==> src/rtl/blvds_pkg.sv <==
// Shared definitions for the BLVDS frame receiver: word layout, header fields,
// FSM states and sticky error bit positions.
package blvds_pkg;

    localparam int unsigned WORD_W    = 18;
    localparam int unsigned DATA_W    = 16;
    localparam int unsigned SOF_BIT   = 17;
    localparam int unsigned VALID_BIT = 16;

    localparam int unsigned ERR_W   = 3;
    localparam int unsigned ERR_LEN = 0;
    localparam int unsigned ERR_TMO = 1;
    localparam int unsigned ERR_OVF = 2;

    // Header payload: data[15:8] = frame type, data[7:0] = payload length
    typedef struct packed {
        logic [7:0] ftype;
        logic [7:0] len;
    } hdr_t;

    typedef enum logic [1:0] {
        ST_IDLE,
        ST_RECV,
        ST_DONE,
        ST_DROP
    } state_e;

endpackage

==> src/rtl/blvds_bank_ctrl.sv <==
// Ping-pong bank bookkeeping: busy flags per bank and the current write bank.
// A completed frame marks its bank busy and flips to the other bank.
module blvds_bank_ctrl (
    input  logic       clk,
    input  logic       rst_n,
    input  logic       done,
    input  logic       free,
    input  logic       free_bank,
    output logic       wr_bank,
    output logic [1:0] busy
);

    // Completion on the write bank outranks a release of that same bank
    always_ff @(posedge clk or negedge rst_n) begin
        if (!rst_n) begin
            wr_bank <= 1'b0;
            busy    <= 2'b00;
        end else begin
            for (int b = 0; b < 2; b++) begin
                if (done && (1'(b) == wr_bank)) begin
                    busy[b] <= 1'b1;
                end else if (free && (1'(b) == free_bank)) begin
                    busy[b] <= 1'b0;
                end
            end
            if (done) begin
                wr_bank <= ~wr_bank;
            end
        end
    end

endmodule

==> src/rtl/blvds_frame_rx.sv <==
// BLVDS frame receiver: delineates SOF/VALID framed words, checks length and
// idle gaps, writes payload into a ping-pong buffer and announces finished frames.
module blvds_frame_rx import blvds_pkg::*; #(
    parameter int unsigned ADDR_W    = 8,
    parameter int unsigned MAX_WORDS = 255,
    parameter int unsigned GAP_MAX   = 64
) (
    input  logic              iCLK,
    input  logic              iRST_N,
    input  logic [WORD_W-1:0] iDATA_BLVDS,
    input  logic              iBANK_FREE,
    input  logic              iFREE_BANK,
    input  logic              iERR_CLR,
    output logic              oWR_EN,
    output logic [ADDR_W:0]   oWR_ADDR,
    output logic [DATA_W-1:0] oWR_DATA,
    output logic              oFRAME_RDY,
    output logic              oFRAME_BANK,
    output logic [7:0]        oFRAME_LEN,
    output logic [7:0]        oFRAME_TYPE,
    output logic              oBUSY,
    output logic [ERR_W-1:0]  oERR_STAT
);

    localparam int unsigned GAP_W = $clog2(GAP_MAX + 1);

    state_e            state;
    logic [WORD_W-1:0] d_q;
    logic [ADDR_W-1:0] cnt;
    logic [GAP_W-1:0]  gap;
    hdr_t              hdr_q;
    logic              wr_bank;
    logic [1:0]        busy;

    hdr_t              hdr_c;
    logic              valid_c;
    logic              sof_c;
    logic              done_c;
    logic              len_bad_c;
    logic              start_c;
    logic              ovf_c;
    logic              last_c;
    logic              tmo_c;
    logic [ERR_W-1:0]  err_set_c;

    assign valid_c = d_q[VALID_BIT];
    assign sof_c   = d_q[SOF_BIT] & valid_c;
    assign hdr_c   = hdr_t'(d_q[DATA_W-1:0]);
    assign done_c  = (state == ST_DONE);

    // Header evaluation and error events; a SOF inside a frame aborts it and is
    // judged as a fresh header in the same cycle
    always_comb begin
        err_set_c = '0;
        start_c   = 1'b0;
        ovf_c     = 1'b0;
        len_bad_c = (hdr_c.len == 8'd0) || (32'(hdr_c.len) > MAX_WORDS);
        last_c    = ((32'(cnt) + 32'd1) == 32'(hdr_q.len));
        tmo_c     = (state == ST_RECV) && !valid_c && (gap == GAP_W'(GAP_MAX - 1));
        if (sof_c && (state != ST_DONE)) begin
            if (state == ST_RECV) begin
                err_set_c[ERR_LEN] = 1'b1;
            end
            if (len_bad_c) begin
                err_set_c[ERR_LEN] = 1'b1;
            end else if (busy[wr_bank]) begin
                err_set_c[ERR_OVF] = 1'b1;
                ovf_c              = 1'b1;
            end else begin
                start_c = 1'b1;
            end
        end
        if (tmo_c) begin
            err_set_c[ERR_TMO] = 1'b1;
        end
    end

    always_ff @(posedge iCLK or negedge iRST_N) begin
        if (!iRST_N) begin
            d_q         <= '0;
            state       <= ST_IDLE;
            cnt         <= '0;
            gap         <= '0;
            hdr_q       <= '0;
            oWR_EN      <= 1'b0;
            oWR_ADDR    <= '0;
            oWR_DATA    <= '0;
            oFRAME_RDY  <= 1'b0;
            oFRAME_BANK <= 1'b0;
            oFRAME_LEN  <= '0;
            oFRAME_TYPE <= '0;
            oBUSY       <= 1'b0;
            oERR_STAT   <= '0;
        end else begin
            d_q        <= iDATA_BLVDS;
            oWR_EN     <= 1'b0;
            oFRAME_RDY <= 1'b0;
            oERR_STAT  <= (oERR_STAT & ~{ERR_W{iERR_CLR}}) | err_set_c;

            if (start_c) begin
                state <= ST_RECV;
                oBUSY <= 1'b1;
                hdr_q <= hdr_c;
                cnt   <= '0;
                gap   <= '0;
            end else if (ovf_c) begin
                state <= ST_DROP;
                oBUSY <= 1'b1;
            end else if (sof_c && (state != ST_DONE)) begin
                state <= ST_IDLE;
                oBUSY <= 1'b0;
            end else begin
                case (state)
                    ST_RECV: begin
                        if (valid_c) begin
                            oWR_EN   <= 1'b1;
                            oWR_ADDR <= {wr_bank, cnt};
                            oWR_DATA <= d_q[DATA_W-1:0];
                            cnt      <= cnt + ADDR_W'(1);
                            gap      <= '0;
                            if (last_c) begin
                                state <= ST_DONE;
                            end
                        end else if (tmo_c) begin
                            state <= ST_IDLE;
                            oBUSY <= 1'b0;
                        end else if (gap != GAP_W'(GAP_MAX)) begin
                            gap <= gap + GAP_W'(1);
                        end
                    end
                    ST_DONE: begin
                        oFRAME_RDY  <= 1'b1;
                        oFRAME_BANK <= wr_bank;
                        oFRAME_LEN  <= hdr_q.len;
                        oFRAME_TYPE <= hdr_q.ftype;
                        state       <= ST_IDLE;
                        oBUSY       <= 1'b0;
                    end
                    default: ;
                endcase
            end
        end
    end

    blvds_bank_ctrl u_bank (
        .clk       (iCLK),
        .rst_n     (iRST_N),
        .done      (done_c),
        .free      (iBANK_FREE),
        .free_bank (iFREE_BANK),
        .wr_bank   (wr_bank),
        .busy      (busy)
    );

endmodule

==> config.mk <==
export PLATFORM = sky130hd
export DESIGN_NAME = blvds_frame_rx
export DESIGN_NICKNAME = d
export VERILOG_FILES = /design/src/rtl/blvds_pkg.sv /design/src/rtl/blvds_bank_ctrl.sv /design/src/rtl/blvds_frame_rx.sv
export SDC_FILE = /design/constraint.sdc
export NUM_CORES = 1
export LEC_CHECK = 0
export BUFFER_PORTS_ARGS = -buffer_cell sky130_fd_sc_hd__buf_2
export CORE_ASPECT_RATIO = 2
export CORE_MARGIN = 4
export CORE_UTILIZATION = 55
export CTS_CLUSTER_SIZE = 8
export DETAILED_ROUTE_END_ITERATION = 16
export PLACE_DENSITY = 0.78
export SYNTH_ARGS = -nofsm -noshare
export SYNTH_HDL_FRONTEND = slang
export SYNTH_SLANG_ARGS = --single-unit
==> constraint.sdc <==
create_clock -name iCLK -period 2.35 [get_ports iCLK]
set_input_delay 0.47 -clock iCLK [delete_from_list [all_inputs] [get_ports iCLK]]
set_output_delay 0.47 -clock iCLK [all_outputs]
set_load 0.01 [all_outputs]
Yosys cells after proc, flatten, opt, wreduce, memory -nomap -nowiden. Index checks and enable logic that the tools add are counted. W data, S select, Z words.

$add $sub $neg: 3. $lt $le $gt $ge: 1. Equal/unequal tests: 13. Muxes and demuxes: 50. Bitwise operators: 9. Reductions and logical operators: 21.

Operator list (count): $mux W7 (7); $mux W8 (5); $mux W1 (30); $mux W2 (6); $ne A6 B6 Y1 const B (2); $ne A5 B5 Y1 const B (2); $reduce_and A5 Y1 (2); $add A8 B1 Y9 const B (1); $eq A9 B8 Y1 (1); $add A8 B1 Y8 const B (1); $logic_not A8 Y1 (1); $reduce_and A4 Y1 (2); $reduce_bool A2 Y1 (4); $add A7 B1 Y7 const B (1); $eq A7 B6 Y1 const B (1); $logic_and A1 B1 Y1 (7); $ne A7 B7 Y1 const B (1); $ne A2 B2 Y1 const B (3); $reduce_and A3 Y1 (2); $not A1 Y1 (5); $reduce_bool A5 Y1 (1); $pmux W2 S2 (1); $and A3 B3 Y3 (1); $ne A3 B3 Y1 const B (1); other kinds (9) (9).

Bits in registers: 102. Output and inout bits: 48.

Depth between registers and ports, before layout.
Depth after elaboration: 9. Mapped depth: 9. Gate-level depth less buffers: 8.

Hierarchy. From an unflattened synthesis, not the netlist that was laid out.

Cells, all modules: 406. Area total of the unflattened synthesis: 4285.4 um2.

By module, submodules not included: blvds_frame_rx (times used 1, cells each 397, area an instance 4170.2 um2); blvds_bank_ctrl (times used 1, cells each 9, area an instance 115.1 um2).

Least setup slack after synthesis. Ideal clock, no wire load.

Path kind: register to register. From: register d_q[5]. To: register gap[0]. Arrival time: 1.849 ns. Data required time: 2.225 ns. Slack: 0.376 ns. Stages on the path, launching flop included: 6. Path buffers: 1. Clock period less this slack: 1.974 ns. Cells stage by stage: dfrtp_1 > or4_4 > o2111a_2 > o211ai_2 > buf_6 > mux2_2.

Word-level cells in the longest chain between the ends: 5. Elaborated cells on any way between the ends: 12. Those cells by class: eq/ne: 3; mux: 5; reduce/logical: 4.

Ends and longest elaborated chain: start: declaration (RTL line blvds_frame_rx.sv:28) `logic [WORD_W-1:0] d_q;`; start signal: assignment (RTL line blvds_frame_rx.sv:95) `d_q <= iDATA_BLVDS;`; $logic_not A8 Y1 * (RTL line blvds_frame_rx.sv:57) `len_bad_c = (hdr_c.len == 8'd0) || (32'(hdr_c.len) > MAX_WORDS);`; $mux W1 (RTL line blvds_frame_rx.sv:64) `if (len_bad_c) begin`; $mux W1 (RTL line blvds_frame_rx.sv:60) `if (sof_c && (state != ST_DONE)) begin`; $ne A3 B3 Y1 (no line) (tied with other cells); $reduce_and A5 Y1 (no line); end signal: assignment (RTL line blvds_frame_rx.sv:128) `gap <= gap + GAP_W'(1);`; end: declaration (RTL line blvds_frame_rx.sv:30) `logic [GAP_W-1:0] gap;`.

Every way passes the cells marked *; elsewhere a longest branch is shown, timed or not. A chain may end at the register's enable or synchronous reset.

Worst setup path in the final report.
From: register d_q[5]. To: register gap[5].

Same word-level chain as after synthesis.

==> impl_results.md <==
- Period utilisation layout: 93.3%
- Worst Max-Slew Pin Slew: roughly 0.53 ns
- RSZ-0062 raised after global routing: no
- First-pass GRT wire length: about 15 mm
- Worst hold path type: in2reg
- Io pins: 71
- TritonCTS buffer count: 9
- Syn nets: around 430
- Floorplan row count: 44
- Setup ws final: roughly 0.16 ns
- # DRC: 0
- Largest cells by area after synthesis: dfrtp_1 62%, nand2_1 13%, mux2_2 4.4%, o21ai_0 2.6%, xnor2_1 1.5%
- First drt pass iteration count: 4
- Core area: 0.00727 sq mm
- Initial Utilization: a little under three fifths
- CP max FO: 11
- Cell internal pwr: just under 0.004 W
- Reg2Reg Setup Slack: between 0.15 and 0.2 ns
- Setup tns final: 0 ns
- Post-synth cell types: 47
- Chip width: 69.2 um
- Worst hold margin: about 0.23 ns
- Psw: 0.00192 W
- Vias in the first global route: 3,195
- Maximum vdd drop: 696 uV
- Vias per Instance: around 5.4
- Synth Area in Adders: less than 1%
- Final core occ: around two thirds
- Worst skew pair latency: 0.34 ns
- CP Class: reg2reg
- Final Hold Viols: 0
- Antenna viol nets, final: 0
- Reg clk slew, reported paths: 0.07 ns
- Reg power frac: between 40% and 50%
- Critical path data required time: approximately 2.6 ns
- Slew margin rel.: between 60 and 70%
- Status: finished, final reports clean
- Leading area contributor after synthesis: dfrtp_1
- Reg2reg path depth: 6
- Sw Share: between 30% and 40%
- DR vias: between 3,000 and 4,000
- Final WL: slightly above 9 mm
- GRT met2 Usage: around 39%
- GRT Max-Usage Layer: met2
- RR Endpoint: gap[5]
- Final #Nets: 506
- #FFs+latches synth: approximately 100
- Gr usage total: 22.1%
- Worst r2r src: d_q[5]
- Root Buffer: clkbuf_16
- Synth Area per Inst: ~10 sq um
- CTS tree: yes
- Dpl ws: just over 0.2 ns
- Max-slew violations: 0
- Asr flop ratio synth: 100%
- Num Clock Sinks: about 100
- Port bufs: 70
- N_diodes: 0
- PD cells: 1180 mW/mm^2
- Leakage: 2.54 nW
- Ys Warns: 0
- CTS Buffer Depth: 2
- Hpwl dp: 6.55 mm
- Max Cap Viol: 0
- Clock network power share: about a quarter
- CP Capture Type: flop
- Fraction of layout cells with a size suffix above 1: ~25%
- Startpoint types: flop
- # setup viols final: 0
- Routed len/inst: 15.9 um
- Post-Synthesis Cell Area: between 0.004 and 0.005 sq mm
- GR Overflow Total: 0
- Logic gate share of total power: between 20 and 30%
- Fin area: slightly below 0.005 sq mm
- WHS Path Cells: 1
- Mapped Cells: around 400
- Die span in y: roughly 130 um
- DIE AREA: between 0.009 and 0.01 sq mm
- Met1 usage in global routing: 25.3%
- Min-delay src: iDATA_BLVDS[10]
- Main combinational cell family by area after synthesis: simple AND/OR/NAND/NOR gates
- Synth-to-Final Area Change: 20.1%
- F_max: 456 MHz
- H-tree depth: 3
- Synth Area in XOR/XNOR: under 10%
- Compound-cell area share of the yosys netlist: under 10%
- Period minus WS final: approximately 2.2 ns
- Simple-gate portion of the synthesized area: between 10% and 20%
- Post-synth top area share: 62.0%
- Starting DRC count in detailed routing: 220
- GPL Wtd Cong: between 0.8 and 0.9
- Placed inst area: approximately 0.0046 sq mm
- Post-synth EDFFs: 0
- Seq/Total Area, Yosys: between 60 and 70%
- Most used DFF post-synth: dfrtp_1
- Setup Skew: between 0.005 and 0.006 ns
- Initial antenna violation count: 0
- Pin count of the biggest net entering global routing: 67
- Critical path data arrival time: 2.43 ns
- Grt met3 use: 4.90%
- Mux share of post-synthesis cell area: about 4.6%
- Hold endpoint: d_q[10]
how the worst max path moves through the flow:
stage          startpoint  slack [ns]      to  depth (start not counted)
2_1_floorplan      d_q[5]        0.38  gap[0]                          5
3_3_place_gp       d_q[5]        0.24  gap[5]                          6
3_5_place_dp       d_q[5]        0.21  gap[5]                          6
4_1_cts            d_q[5]        0.16  gap[5]                          6
5_1_grt            d_q[5]        0.02  gap[5]                          6
6_report           d_q[5]        0.16  gap[5]                          6
critical path: stages, from the launching register on:
cell      delay [ns]
dfrtp_1         0.39
or4_4           0.55
o2111a_2        0.31
o211ai_2        0.41
nor3_2          0.10
xor2_1          0.16
and2_1          0.16
logic make-up after synthesis:
group                      count (synthesis)
AOI/OAI and AO/OA                         46
and+or+nand+nor                          194
muxes                                     17
DFF                                      102
xor gates and xnor gates                  12
adders and majority gates                  3
buffers and inverters                     27
layer usage:
layer	share of wire (%)	vias to the layer above
li1	-	1475
met1	38	1528
met2	55	83
met3	4.4	22
met4	3.2	0
met5	0	-
flip-flops by register name, summed over array words and instances (netlist names):
| signal | flops |
|---|---|
| oWR_DATA | 16 |
| oFRAME_BANK | 1 |
| u_bank.busy | 2 |
| cnt | 8 |
| oWR_EN | 1 |
| oFRAME_LEN | 8 |
| oWR_ADDR | 9 |
| u_bank.wr_bank | 1 |
| oBUSY | 1 |
| gap | 7 |
| d_q | 18 |
| hdr_q | 16 |
| oERR_STAT | 3 |
| oFRAME_TYPE | 8 |
| state | 2 |
| oFRAME_RDY | 1 |
synthesized netlist by cell type, types with 2 or more instances:
master	n
nand2_1	145
dfrtp_1	102
o21ai_0	21
mux2_2	16
nor2_1	16
clkbuf_1	9
inv_1	8
xnor2_1	7
a21oi_1	6
nand3_1	6
xor2_1	5
buf_1	4
a21o_1	3
and2_1	3
ha_1	3
nand2b_1	3
nand4_1	3
or3_1	3
a22oi_1	2
buf_2	2
nor2b_1	2
nor3_1	2
o21a_1	2
o311ai_0	2
o31ai_1	2
o41ai_1	2
or4_1	2
through the flow:
| stage | cells | total power, W |
|---|---|---|
| 2_1_floorplan | 401 | 0.00366 |
| 3_3_place_gp | 560 | 0.00427 |
| 3_5_place_dp | 560 | 0.00435 |
| 4_1_cts | 577 | 0.00588 |
| 5_1_grt | 577 | 0.00621 |
| 6_report | 577 | 0.00583 |
timing repair:
item | in CTS | in global routing
endpoints found under the hold margin | 6 | 0
hold buffers | 1 | 0
gates resized for setup | 0 | 1
buffers inserted | 0 | 0
setup endpoints to repair | 0 | 1
cell usage in the layout, fill, tap and decap left out, types with 6 or more instances in the layout:
cell type	Yosys	final
mux2_2	16	16
buf_2	2	69
o21ai_0	21	21
a21oi_1	6	6
nor2_1	16	16
dfrtp_1	102	102
xnor2_1	7	7
inv_1	8	8
clkbuf_16	0	9
nand2_1	145	145
buf_4	1	14
nand3_1	6	6
power by group through the flow:
stage | Combinational, W | Clock [W] | Sequential (W)
6_report | 0.00160 | 0.00151 | 0.00272
5_1_grt | 0.00180 | 0.00161 | 0.00281
4_1_cts | 0.00163 | 0.00153 | 0.00273
3_5_place_dp | 0.00161 | 0 | 0.00275
3_3_place_gp | 0.00155 | 0 | 0.00272
2_1_floorplan | 0.000877 | 0 | 0.00278
area by class of cell:
cell class	count	area, sq um
fillers	591	2320
multi-input cells	272	1450
clock inverters	5	56.3
well taps	92	115
inverters	10	37.5
flip-flops and latches	102	2550
clock buffers	11	253
repair buffers	85	480
(Power assumes the default switching activity.)
